===== src/rtl/vga_frame_capture_if.sv =====
// VGA capture bus: incoming 4:4:4 video stream and the outgoing frame-buffer write port.
// master drives the video and consumes writes; slave is the capture block.
interface vga_frame_capture_if #(
  parameter int unsigned ADDR_W = 19
);
  logic              vga_hsync;
  logic              vga_vsync;
  logic [3:0]        vga_red;
  logic [3:0]        vga_green;
  logic [3:0]        vga_blue;
  logic              pix_we;
  logic [ADDR_W-1:0] pix_waddr;
  logic [11:0]       pix_wdata;
  logic              frame_done;
  logic              frame_err;

  modport master (
    output vga_hsync, vga_vsync, vga_red, vga_green, vga_blue,
    input  pix_we, pix_waddr, pix_wdata, frame_done, frame_err
  );

  modport slave (
    input  vga_hsync, vga_vsync, vga_red, vga_green, vga_blue,
    output pix_we, pix_waddr, pix_wdata, frame_done, frame_err
  );
endinterface


===== src/rtl/vga_frame_capture.sv =====
// Captures whole VGA frames into a linear frame buffer: locates the active window from
// sync edges and back-porch counts, emits one {R,G,B} write per active pixel.
module vga_frame_capture #(
  parameter int unsigned H_ACTIVE = 640,
  parameter int unsigned H_BACK   = 48,
  parameter int unsigned V_ACTIVE = 480,
  parameter int unsigned V_BACK   = 33,
  parameter int unsigned ADDR_W   = 19
) (
  input  logic                clk,
  input  logic                rst_n,
  input  logic                capture_en,
  vga_frame_capture_if.slave  bus,
  output logic                busy
);

  localparam logic [10:0] PxFirst = 11'(H_BACK);
  localparam logic [10:0] PxLast  = 11'(H_BACK + H_ACTIVE - 1);
  localparam logic [9:0]  LnFirst = 10'(V_BACK);
  localparam logic [9:0]  LnLast  = 10'(V_BACK + V_ACTIVE - 1);

  typedef enum logic [1:0] {StIdle, StArmed, StCapture} state_e;

  state_e            state_q, state_d;
  logic              hs_q, hs_prev_q, vs_q, vs_prev_q;
  logic [11:0]       rgb_q;
  logic [10:0]       px_q, px_d;
  logic [9:0]        ln_q, ln_d;
  logic              started_q, started_d;
  logic [ADDR_W-1:0] addr_q, addr_d;
  logic              we_q, we_d;
  logic [ADDR_W-1:0] waddr_q, waddr_d;
  logic [11:0]       wdata_q, wdata_d;
  logic              done_q, done_d;
  logic              err_q, err_d;
  logic              busy_q, busy_d;
  logic              hs_rise, vs_rise, active, last_px;

  // Input stage; sync history idles high so reset release never looks like an edge.
  always_ff @(posedge clk or negedge rst_n) begin
    if (!rst_n) begin
      hs_q      <= 1'b1;
      hs_prev_q <= 1'b1;
      vs_q      <= 1'b1;
      vs_prev_q <= 1'b1;
      rgb_q     <= '0;
    end else begin
      hs_q      <= bus.vga_hsync;
      hs_prev_q <= hs_q;
      vs_q      <= bus.vga_vsync;
      vs_prev_q <= vs_q;
      rgb_q     <= {bus.vga_red, bus.vga_green, bus.vga_blue};
    end
  end

  assign hs_rise = hs_q & ~hs_prev_q;
  assign vs_rise = vs_q & ~vs_prev_q;

  // Position of the sample currently held in the input stage.
  always_comb begin
    px_d      = hs_rise ? '0 : ((px_q != 11'h7ff) ? px_q + 11'd1 : px_q);
    ln_d      = ln_q;
    started_d = started_q;
    if (vs_rise) begin
      ln_d      = '0;
      started_d = 1'b0;
    end else if (hs_rise) begin
      if (!started_q) begin
        // First hsync edge after vsync opens line 0.
        ln_d      = '0;
        started_d = 1'b1;
      end else if (ln_q != 10'h3ff) begin
        ln_d = ln_q + 10'd1;
      end
    end
  end

  assign active  = started_d && (px_d >= PxFirst) && (px_d <= PxLast)
                   && (ln_d >= LnFirst) && (ln_d <= LnLast);
  assign last_px = active && (px_d == PxLast) && (ln_d == LnLast);

  always_comb begin
    state_d = state_q;
    addr_d  = addr_q;
    we_d    = 1'b0;
    waddr_d = waddr_q;
    wdata_d = wdata_q;
    done_d  = 1'b0;
    err_d   = 1'b0;
    unique case (state_q)
      StIdle: begin
        if (capture_en) state_d = StArmed;
      end
      StArmed: begin
        if (!capture_en) begin
          state_d = StIdle;
        end else if (vs_rise) begin
          state_d = StCapture;
          addr_d  = '0;
        end
      end
      StCapture: begin
        if (vs_rise) begin
          // Frame cut short: restart on this vsync if still enabled.
          err_d   = 1'b1;
          addr_d  = '0;
          if (!capture_en) state_d = StIdle;
        end else if (active) begin
          we_d    = 1'b1;
          waddr_d = addr_q;
          wdata_d = rgb_q;
          addr_d  = addr_q + 1'b1;
          if (last_px) begin
            done_d  = 1'b1;
            state_d = capture_en ? StArmed : StIdle;
          end
        end
      end
      default: state_d = StIdle;
    endcase
    busy_d = (state_d == StCapture) || done_d || err_d;
  end

  always_ff @(posedge clk or negedge rst_n) begin
    if (!rst_n) begin
      state_q   <= StIdle;
      px_q      <= '0;
      ln_q      <= '0;
      started_q <= 1'b0;
      addr_q    <= '0;
      we_q      <= 1'b0;
      waddr_q   <= '0;
      wdata_q   <= '0;
      done_q    <= 1'b0;
      err_q     <= 1'b0;
      busy_q    <= 1'b0;
    end else begin
      state_q   <= state_d;
      px_q      <= px_d;
      ln_q      <= ln_d;
      started_q <= started_d;
      addr_q    <= addr_d;
      we_q      <= we_d;
      waddr_q   <= waddr_d;
      wdata_q   <= wdata_d;
      done_q    <= done_d;
      err_q     <= err_d;
      busy_q    <= busy_d;
    end
  end

  assign bus.pix_we     = we_q;
  assign bus.pix_waddr  = waddr_q;
  assign bus.pix_wdata  = wdata_q;
  assign bus.frame_done = done_q;
  assign bus.frame_err  = err_q;
  assign busy           = busy_q;

endmodule


===== src/flat_wrapper.sv =====
// flat-port wrapper written by rule: the top's interface ports become plain ports
module vga_frame_capture_flat 
#(
  parameter int unsigned H_ACTIVE = 640,
  parameter int unsigned H_BACK   = 48,
  parameter int unsigned V_ACTIVE = 480,
  parameter int unsigned V_BACK   = 33,
  parameter int unsigned ADDR_W   = 19
)
  (clk, rst_n, capture_en, busy, bus_vga_hsync, bus_vga_vsync, bus_vga_red, bus_vga_green, bus_vga_blue, bus_pix_we, bus_pix_waddr, bus_pix_wdata, bus_frame_done, bus_frame_err);
  vga_frame_capture_if #(.ADDR_W(ADDR_W)) bus_i ();
  input  logic clk;
  input  logic rst_n;
  input  logic capture_en;
  output logic busy;
  input wire logic [$bits(bus_i.vga_hsync)-1:0] bus_vga_hsync;
  input wire logic [$bits(bus_i.vga_vsync)-1:0] bus_vga_vsync;
  input wire logic [$bits(bus_i.vga_red)-1:0] bus_vga_red;
  input wire logic [$bits(bus_i.vga_green)-1:0] bus_vga_green;
  input wire logic [$bits(bus_i.vga_blue)-1:0] bus_vga_blue;
  output wire logic [$bits(bus_i.pix_we)-1:0] bus_pix_we;
  output wire logic [$bits(bus_i.pix_waddr)-1:0] bus_pix_waddr;
  output wire logic [$bits(bus_i.pix_wdata)-1:0] bus_pix_wdata;
  output wire logic [$bits(bus_i.frame_done)-1:0] bus_frame_done;
  output wire logic [$bits(bus_i.frame_err)-1:0] bus_frame_err;
  assign bus_i.vga_hsync = bus_vga_hsync;
  assign bus_i.vga_vsync = bus_vga_vsync;
  assign bus_i.vga_red = bus_vga_red;
  assign bus_i.vga_green = bus_vga_green;
  assign bus_i.vga_blue = bus_vga_blue;
  assign bus_pix_we = bus_i.pix_we;
  assign bus_pix_waddr = bus_i.pix_waddr;
  assign bus_pix_wdata = bus_i.pix_wdata;
  assign bus_frame_done = bus_i.frame_done;
  assign bus_frame_err = bus_i.frame_err;
  vga_frame_capture #(.H_ACTIVE(H_ACTIVE), .H_BACK(H_BACK), .V_ACTIVE(V_ACTIVE), .V_BACK(V_BACK), .ADDR_W(ADDR_W)) u_core (.clk(clk), .rst_n(rst_n), .capture_en(capture_en), .bus(bus_i), .busy(busy));
endmodule

===== config.mk =====
export PLATFORM = sky130hd
export DESIGN_NAME = vga_frame_capture_flat
export DESIGN_NICKNAME = d
export VERILOG_FILES = /design/src/rtl/vga_frame_capture_if.sv /design/src/rtl/vga_frame_capture.sv /design/src/flat_wrapper.sv
export SDC_FILE = /design/constraint.sdc
export NUM_CORES = 1
export LEC_CHECK = 0
export CAP_MARGIN = 5
export CORE_ASPECT_RATIO = 1.1
export CORE_MARGIN = 1
export CORE_UTILIZATION = 60
export DETAILED_ROUTE_END_ITERATION = 12
export PLACE_DENSITY = 0.94
export SETUP_SLACK_MARGIN = 0.5
export SLEW_MARGIN = 20
export SYNTH_ARGS = -nofsm -noshare
export SYNTH_HDL_FRONTEND = slang
export SYNTH_SLANG_ARGS = --single-unit

===== constraint.sdc =====
create_clock -name clk -period 6.3 [get_ports clk]
set_input_delay 1.26 -clock clk [delete_from_list [all_inputs] [get_ports clk]]
set_output_delay 1.26 -clock clk [all_outputs]
set_load 0.005 [all_outputs]

* After elaboration in Yosys (flattened, before gate mapping)
Index checks and enable logic that the tools add are counted.
Storage, ports and cells: logic and storage cells 81, output and inout bits 35, input port bits 17, register bits 94
Cells by class: $lt $le $gt $ge 4, reductions and logical operators 12, eq/ne operators 10, muxes and demuxes 31, bitwise operators 5, add/sub/neg operators 3
Operator list (count):
- 2-to-1 mux 19 bit | 4
- 2-to-1 mux 10 bit | 4
- one-hot mux 19 bit (2 select lines) | 1
- 2-to-1 mux 11 bit | 2
- adder 19 x 1 -> 19 bit, second input constant | 1
- 2-to-1 mux 2 bit | 7
- 2-to-1 mux 1 bit | 12
- adder 11 x 1 -> 11 bit, second input constant | 1
- equality test 11 x 10 -> 1 bit, second input constant | 1
- >= comparator 11 x 6 -> 1 bit, second input constant | 1
- <= comparator 11 x 10 -> 1 bit, second input constant | 1
- != test 11 bit, second input constant | 1
- adder 10 x 1 -> 10 bit, second input constant | 1
- equality test 10 bit, second input constant | 1
- >= comparator 10 x 6 -> 1 bit, second input constant | 1
- <= comparator 10 bit, second input constant | 1
- != test 10 bit, second input constant | 1
- logical AND 1 bit | 6
- one-hot mux 2 bit (3 select lines) | 1
- equality test 2 bit, second input constant | 2
- AND reduction 4 bit | 1
- != test 3 x 1 -> 1 bit, second input constant | 1
- inverter 1 bit | 3
- AND reduction 3 bit | 1
- 7 further kinds | 9

* Logic depth before layout (Yosys ltp)
Gate-level depths: netlist of run 1.
depth after elaboration 17, mapped depth 12, gate-level depth less buffers 10

* Worst setup path before layout of run 1
Ideal clock, no wire load.
path kind reg2reg, start register u_core.px_q[0], end register u_core.addr_q[18], stages on the path, launching flop included 12, data required time 6167 ps, library setup time 133 ps, path slack 3478 ps, clock period less this slack 2822 ps, path buffers 2, arrival 2690 ps, cell sequence dfrtp_1 > ha_1 > nand4_2 > nor3_2 > and3b_1 > o31ai_2 > mux2i_1 > o2111ai_1 > buf_4 > buf_6 > o31ai_1 > a21oi_1
On the way: longest elaborated chain between the ends 10, elaborated cells on any way between the ends 12, those cells by class add/sub (1); order compare (2); eq/ne (2); mux (2); reduce/logical (5)
RTL lines:
- start: declaration | line vga_frame_capture.sv:27 | logic [10:0] px_q, px_d;
- start signal: assignment | line vga_frame_capture.sv:139 | px_q <= px_d;
- adder 11 x 1 -> 11 bit or != test 11 bit (tied branches) | line vga_frame_capture.sv:61 | px_d = hs_rise ? '0 : ((px_q != 11'h7ff) ? px_q + 11'd1 : px_q);
- 2-to-1 mux 11 bit (*) (2 in a row) | line vga_frame_capture.sv:61
- >= comparator 11 x 6 -> 1 bit | line vga_frame_capture.sv:78 | assign active = started_d && (px_d >= PxFirst) && (px_d <= PxLast)
- logical AND 1 bit | line vga_frame_capture.sv:78
- logical AND 1 bit (*) | line vga_frame_capture.sv:78
- logical AND 1 bit (*) (2 in a row) | line vga_frame_capture.sv:79 | && (ln_d >= LnFirst) && (ln_d <= LnLast);
- != test 3 x 1 -> 1 bit (no line) (*)
- AND reduction 4 bit (no line) (*)
- end signal: assignment | line vga_frame_capture.sv:142 | addr_q <= addr_d;
- end: declaration | line vga_frame_capture.sv:30 | logic [ADDR_W-1:0] addr_q, addr_d;
Mark *: on every way between the ends. The rest lies on a longest branch, timed or not. A chain may end at the register's enable or synchronous reset.

* Worst setup path in the final report of run 1
Ends and elaborated chain as after synthesis.

==> flow_summary_export.csv, run 1 <==
group,metric,value,unit
status,status,"finished, final reports clean",
synthesis,ys_types,70,
clocking,cts_tree,"yes",
clocking,cts.clk_slew.worst_paths,0.10,ns
sta,slew_headroom,0.369,
placement,finalWeightedCongestion,0.841,
sta,fmax,0.262,GHz
sta,setup_viol,0,
route,viasPerCell,6.28,
route,wl_per_cell,17.5,um
synthesis,syn-cell-area,4420,um2
clocking,cts_setup_buffers,0,
synthesis,synth.area.mux_share,0.0987,
synthesis,synth_edf_count,0,
clocking,cts.sinks,94,
synthesis,yosys_warnings,0,
final_layout,seqCellArea,2360,um2
synthesis,syn_avg_cell_area,11.0,um2
route,wl_met3,498,um
final_layout,n_fill_cell,484,
sta,fin_crit,3.82,ns
route,drt.antenna.violating_nets,0,
synthesis,synth_nets,422,
final_layout,synthToLayoutAreaGrowth,17.3,%
floorplanning,die_y,92.1,um
clocking,cts_resized,0,
hold_path,hold_path.class,"register to register",
sta,final.setup_skew,0.00791,ns
clocking,clockBufferDepth,2,
sta,drv_slew,0,
synthesis,synthAdderAreaFrac,0.00848,
placement,port_buffers,51,
grt,overflow,0,
grt,grt_pass1_vias,3399,
clocking,clk_latency,0.37,ns
power,power_density,217,nW/um2
grt,grt_util_all_layers,0.265,
floorplanning,design.core.area,7090,um2
synthesis,synth-main-ff-cell,"dfrtp_1",
power,ir_worst_vdd,0.174,mV
sta,tns,0,ns
grt,grt_pass1_wl,16000,um
setup_path,worstPathMaxFanout,25,
floorplanning,rows,32,
route,topRoutingLayerUsed,"met4",
setup_path,cp.arrival,4.11,ns
floorplanning,start_util,0.624,
sta,grt_setup_unrepaired,"false",
synthesis,synth_xor_xnor_area_share,0.0119,
clocking,cts.hold.buffers_added,0,
synthesis,async_flop_share,1.00,
synthesis,synthSimpleGateAreaFrac,0.183,
route,firstDrtPassIters,5,
route,met1_length,3770,um
synthesis,ys_ff_latch,94,
clocking,root_buffer,"clkbuf_8",
sta,worstMarginPinSlew,0.943,ns
route,drc,0,
final_layout,multi_input_area,1940,um2
synthesis,ys_seq_area_frac,0.533,
power,power,0.00113,W
sta,post-route-period-util,0.606,
final_layout,antenna_cells,0,
setup_path,path_class,"register to register",
power,p_leak,2.27,nW
sta,hold_viol_final,0,
floorplanning,fp.dieW,83.9,um
final_layout,nets,473,
clocking,htreeDepth,3,
final_layout,layout-drive-gt1-share,0.122,
clocking,cts_buffers,9,
route,via_count,3411,
floorplanning,floorplan.die_area,7720,um2
route,met2WireLength,4910,um
route,drtIter0Drc,302,
synthesis,syn_inst,402,
setup_path,end_kind,"register",
setup_path,worstSetupStartpointType,"register",
flow_run,cap_violations,0,
setup_path,crit_required,6.59,ns
placement,dp_hpwl,6640,um
grt,grt_antenna_before_repair,0,
route,drt_wl_total,9510,um
synthesis,synth-compound-area-share,0.133,
synthesis,synth_top_family_by_area,"simple AND/OR/NAND/NOR gates",
floorplanning,io_pins,52,
grt,grt_max_degree,60,
## power by group
group          leakage [nW]  switching, W  internal, W
Clock                0.0947      0.000225     0.000151
Sequential             1.26     0.0000275     0.000625
Combinational         0.919     0.0000579    0.0000383
## critical path, stage by stage (launching register included)
cell       delay, ns
dfrtp_1         0.43
ha_1            0.30
nand4_2         0.20
nor3_2          0.36
and3b_1         0.26
o31ai_2         0.29
mux2i_1         0.47
o2111ai_4       0.40
buf_16          0.33
or4_1           0.52
a21oi_1         0.16
## placed cells by master (no fill, tap or decap), drive strengths merged, types with 3 or more instances in the layout
master,synthesis,layout
dfstp,4,4
xor2,4,4
nor2,29,29
o21ai,12,12
a311oi,3,3
inv,12,15
o21a,3,3
a31oi,4,4
a21oi,21,21
nand3,13,13
nor3,14,14
nor2b,3,3
clkdlybuf4s50,0,50
clkinv,1,4
clkbuf,4,10
and3,12,12
nand2,42,42
buf,10,4
a21boi,3,3
and4,3,3
a41oi,4,4
dfrtp,90,90
o211ai,6,6
mux2i,11,11
nor4,5,5
nand2b,10,10
mux2,29,29
nand4,4,4
a211oi,5,5
or3,3,3
ha,3,3
## per-layer routing
metal	vias up	track usage
li1	1563	-
met1	1654	0.326
met2	154	0.447
met3	40	0.0549
met4	0	0.129
met5	-	0
## synth_stat cells (all sizes together) (2+ instances only)
cell type / n / share of area
a2111oi: 2 / 0.0042
nor2: 29 / 0.025
a211oi: 5 / 0.0085
a41oi: 4 / 0.0079
dfstp: 4 / 0.024
nor3: 14 / 0.017
nor4b: 2 / 0.0040
a311oi: 3 / 0.0074
ha: 3 / 0.0085
a2bb2oi: 2 / 0.0040
nand2: 42 / 0.036
nand2b: 10 / 0.014
clkbuf: 4 / 0.0034
o211ai: 6 / 0.011
nor4: 5 / 0.011
xnor2: 2 / 0.0040
o21a: 3 / 0.0051
a21boi: 3 / 0.0051
nand3: 13 / 0.016
nand4: 4 / 0.0085
a21oi: 21 / 0.024
dfrtp: 90 / 0.51
or3: 3 / 0.0042
o21ai: 12 / 0.016
nor2b: 3 / 0.0042
buf: 10 / 0.018
o311ai: 2 / 0.0040
o2111ai: 2 / 0.0040
mux2i: 11 / 0.025
inv: 12 / 0.010
a31oi: 4 / 0.0057
mux2: 29 / 0.074
and4: 3 / 0.0059
o31ai: 2 / 0.0045
and3: 12 / 0.018
xor2: 4 / 0.0079
and4b: 2 / 0.0054
o22a: 2 / 0.0040
## cell families (layout without fill, tap and decap cells)
| logic type | Yosys count | count (layout) |
|---|---|---|
| muxes | 40 | 40 |
| DFF | 94 | 94 |
| AOI/OAI and AO/OA | 82 | 82 |
| buffers and inverters | 27 | 83 |
| xor gates and xnor gates | 6 | 6 |
| and+or+nand+nor | 150 | 150 |
| adders and majority gates | 3 | 3 |
## through the flow
| stage | setup slack (ns) | utilization | hold slack [ns] | std cells | instance area, um2 |
|---|---|---|---|---|---|
| 2_1_floorplan | 3.48 | - | 0.358 | 402 | 4420 |
| 3_3_place_gp | 2.57 | 0.703 | 0.369 | 526 | 4980 |
| 3_5_place_dp | 2.38 | 0.703 | 0.369 | 526 | 4980 |
| 4_1_cts | 2.35 | 0.728 | 0.381 | 542 | 5160 |
| 5_1_grt | 2.22 | 0.732 | 0.386 | 543 | 5190 |
| 6_report | 2.48 | 0.732 | 0.379 | 543 | 5190 |
## layout make-up
cell class / instances / area share
timing repair buffer: 54 / 0.106
clock buffer: 10 / 0.0246
clock inverter: 6 / 0.0104
sequential: 94 / 0.454
tap: 85 / 0.0205
multi-input combinational: 281 / 0.375
inverter: 13 / 0.00941
## flip-flops by register name, summed over array words and instances (netlist names)
name / flops
u_core.addr_q: 19
u_core.bus.pix_waddr: 19
u_core.bus.pix_wdata: 12
u_core.rgb_q: 12
u_core.px_q: 11
u_core.ln_q: 10
u_core.state_q: 2
u_core.bus.frame_done: 1
u_core.bus.frame_err: 1
u_core.bus.pix_we: 1
u_core.busy: 1
u_core.hs_prev_q: 1
u_core.hs_q: 1
u_core.started_q: 1
u_core.vs_prev_q: 1
u_core.vs_q: 1
## path summary, 6_finish.rpt
kind	from	end	slack, ns	depth (start not counted)
setup / recovery	u_core.px_q[0]	u_core.addr_q[18]	2.48	10
hold / removal	u_core.vs_q	u_core.vs_prev_q	0.38	0
setup reg to reg	u_core.px_q[0]	u_core.addr_q[18]	2.48	10
hold reg to reg	u_core.vs_q	u_core.vs_prev_q	0.38	0
max in group asynchronous	rst_n	u_core.addr_q[8]	4.39	2
min in group asynchronous	rst_n	u_core.px_q[9]	0.83	1
Power figures use the tool's default switching activity.
==> run 2: changes to the inputs <==
--- a/config.mk
+++ b/config.mk
@@ -8,9 +8,9 @@
 export CAP_MARGIN = 5
 export CORE_ASPECT_RATIO = 1.1
 export CORE_MARGIN = 1
-export CORE_UTILIZATION = 60
+export CORE_UTILIZATION = 50
 export DETAILED_ROUTE_END_ITERATION = 12
-export PLACE_DENSITY = 0.94
+export PLACE_DENSITY = 0.84
 export SETUP_SLACK_MARGIN = 0.5
 export SLEW_MARGIN = 20
 export SYNTH_ARGS = -nofsm -noshare
==> constraint.sdc (replaced) <==
create_clock -name clk -period 3.22 [get_ports clk]
set_input_delay 0.644 -clock clk [delete_from_list [all_inputs] [get_ports clk]]
set_output_delay 0.644 -clock clk [all_outputs]
set_load 0.005 [all_outputs]
==> run 2 against run 1 <==
Effect of this change: global-route usage decreased by 3.9 points; critical path depth is 1 higher; register-to-register slack lost 2.1 ns; non-clock buffer count up 28; fmax rose by 33%; core utilization fell by 5.4 points; largest power group unchanged; highest routed layer unchanged.
==> flow_summary_export.csv, run 2 (synthesized netlist as in run 1, its figures left out) <==
group,metric,value,unit
clocking,cts_buffers,9,
floorplanning,rows,35,
route,wl_per_cell,18.2,um
final_layout,layout-drive-gt1-share,0.263,
final_layout,synthToLayoutAreaGrowth,30.2,%
sta,final.setup_skew,0.00938,ns
final_layout,final_cell_mix,"86 x dfrtp_1, 50 x clkdlybuf4s50_1, 42 x nand2_1",
sta,post-route-period-util,0.890,
setup_path,path_cells,"nand2b_2 > o21ai_4 > buf_4 > a311oi_2 > buf_4 > nand2b_1 > o22ai_2 > o2111ai_4 > buf_4 > clkbuf_16 > mux2_2",
placement,port_buffers,51,
floorplanning,floorplan.die_area,9230,um2
setup_path,cp_common_cell,"buf_4",
sta,fmax,0.349,GHz
power,p_leak,2.51,nW
sta,setup_viol,0,
setup_path,cp_slowest_cell,"dfstp_2",
power,ir_worst_vdd,0.306,mV
clocking,clockBufferDepth,2,
clocking,htreeDepth,3,
setup_path,end_kind,"register",
sta,worstMarginPinSlew,0.731,ns
clocking,cts.sinks,94,
placement,place_inst,558,
floorplanning,start_util,0.521,
placement,finalWeightedCongestion,0.884,
hold_path,hold_path.class,"input pin to asynchronous set/reset pin",
clocking,cts.hold.buffers_added,0,
grt,grt_antenna_before_repair,0,
route,firstDrtPassIters,5,
sta,fin_crit,2.87,ns
flow_run,cap_violations,0,
power,power_density,404,nW/um2
setup_path,path_class,"register to register",
route,via_count,3625,
route,drtIter0Drc,224,
sta,hold_viol_final,0,
floorplanning,fp.dieW,91.7,um
floorplanning,io_pins,52,
clocking,cts.clk_slew.worst_paths,0.10,ns
sta,grt_setup_unrepaired,"true",
floorplanning,design.core.area,8500,um2
final_layout,final_util,0.678,
sta,drv_slew,0,
route,drt.antenna.violating_nets,0,
grt,grt_max_degree,57,
setup_path,worstSetupStartpointType,"register",
clocking,root_buffer,"clkbuf_8",
route,viasPerCell,6.07,
setup_path,cp.arrival,3.12,ns
setup_path,worstPathMaxFanout,15,
grt,overflow,0,
placement,placement.cell_area,5110,um2
clocking,clk_latency,0.37,ns
clocking,cts_tree,"yes",
status,status,"finished, final reports clean",
sta,slew_headroom,0.513,
final_layout,nets,501,
final_layout,postLayoutCellArea,5760,um2
placement,dp_hpwl,6390,um
floorplanning,die_y,101,um
final_layout,stdcell_count,597,
grt,grt_util_all_layers,0.226,
grt,grt_pass1_vias,3561,
final_layout,antenna_cells,0,
setup_path,critPathMaxStageDelay,0.59,ns
route,drt_wl_total,10900,um
sta,tns,0,ns
route,drc,0,
grt,grt_pass1_wl,16600,um
setup_path,crit_required,3.48,ns
final_layout,final_common_cell,"dfrtp_1",
## run 2: path summary, 6_finish.rpt
kind	startpoint	endpoint	depth (start not counted)	slack (ns)
min in group clk	u_core.vs_q	u_core.vs_prev_q	0	0.38
max in group asynchronous	rst_n	u_core.bus.pix_waddr[12]	2	2.21
worst min register to register	u_core.vs_q	u_core.vs_prev_q	0	0.38
worst min-delay path	rst_n	u_core.px_q[1]	1	0.34
worst max-delay path	u_core.hs_q	u_core.bus.pix_waddr[0]	11	0.35
worst max register to register	u_core.hs_q	u_core.bus.pix_waddr[0]	11	0.35
## run 2: repair_timing
action	CTS	global route
setup endpoints to repair	51	50
resized for setup	23	30
buffers inserted	11	10
pin swaps	6	15
cloned	0	2
## run 2: through the flow
stage / setup slack (ns) / hold slack [ns] / power (W)
after detailed placement: 0.199 / 0.365 / 0.00150
after global routing: 0.255 / 0.385 / 0.00241
after floorplan: 0.519 / 0.348 / 0.00141
final: 0.354 / 0.340 / 0.00233
after global placement: 0.288 / 0.360 / 0.00148
after CTS: 0.466 / 0.356 / 0.00231
## run 2: area by class of cell
class                   instances  area (um2)
clock buffers                   9         124
clock inverters                 7        73.8
fillers                       611        2730
inverters                      13        48.8
multi-input cells             281        2210
flip-flops and latches         94        2360
well taps                     111         139
repair buffers                 82         808
## run 2: critical path: cells and delay by family, from the launching register on
| kind | cells | cell delay, ns |
|---|---|---|
| compound gates | 4 | 0.82 |
| buf+inv | 4 | 0.71 |
| simple gates | 2 | 0.33 |
| flops | 1 | 0.59 |
| mux | 1 | 0.28 |
## run 2: where the power goes
group / total, W / internal (W) / switching, W
combinational: 0.000244 / 0.000112 / 0.000132
sequential: 0.00129 / 0.00123 / 0.0000601
clock: 0.000800 / 0.000362 / 0.000438
total: 0.00233 / 0.00170 / 0.000631
## run 2: per-layer routing
metal	vias to the layer above	wire, um	GRT usage	share of wire
met3	34	531	0.0392	0.049
met5	-	0	0	0
li1	1632	-	-	-
met2	151	5620	0.386	0.52
met1	1808	4410	0.280	0.41
met4	0	297	0.112	0.027
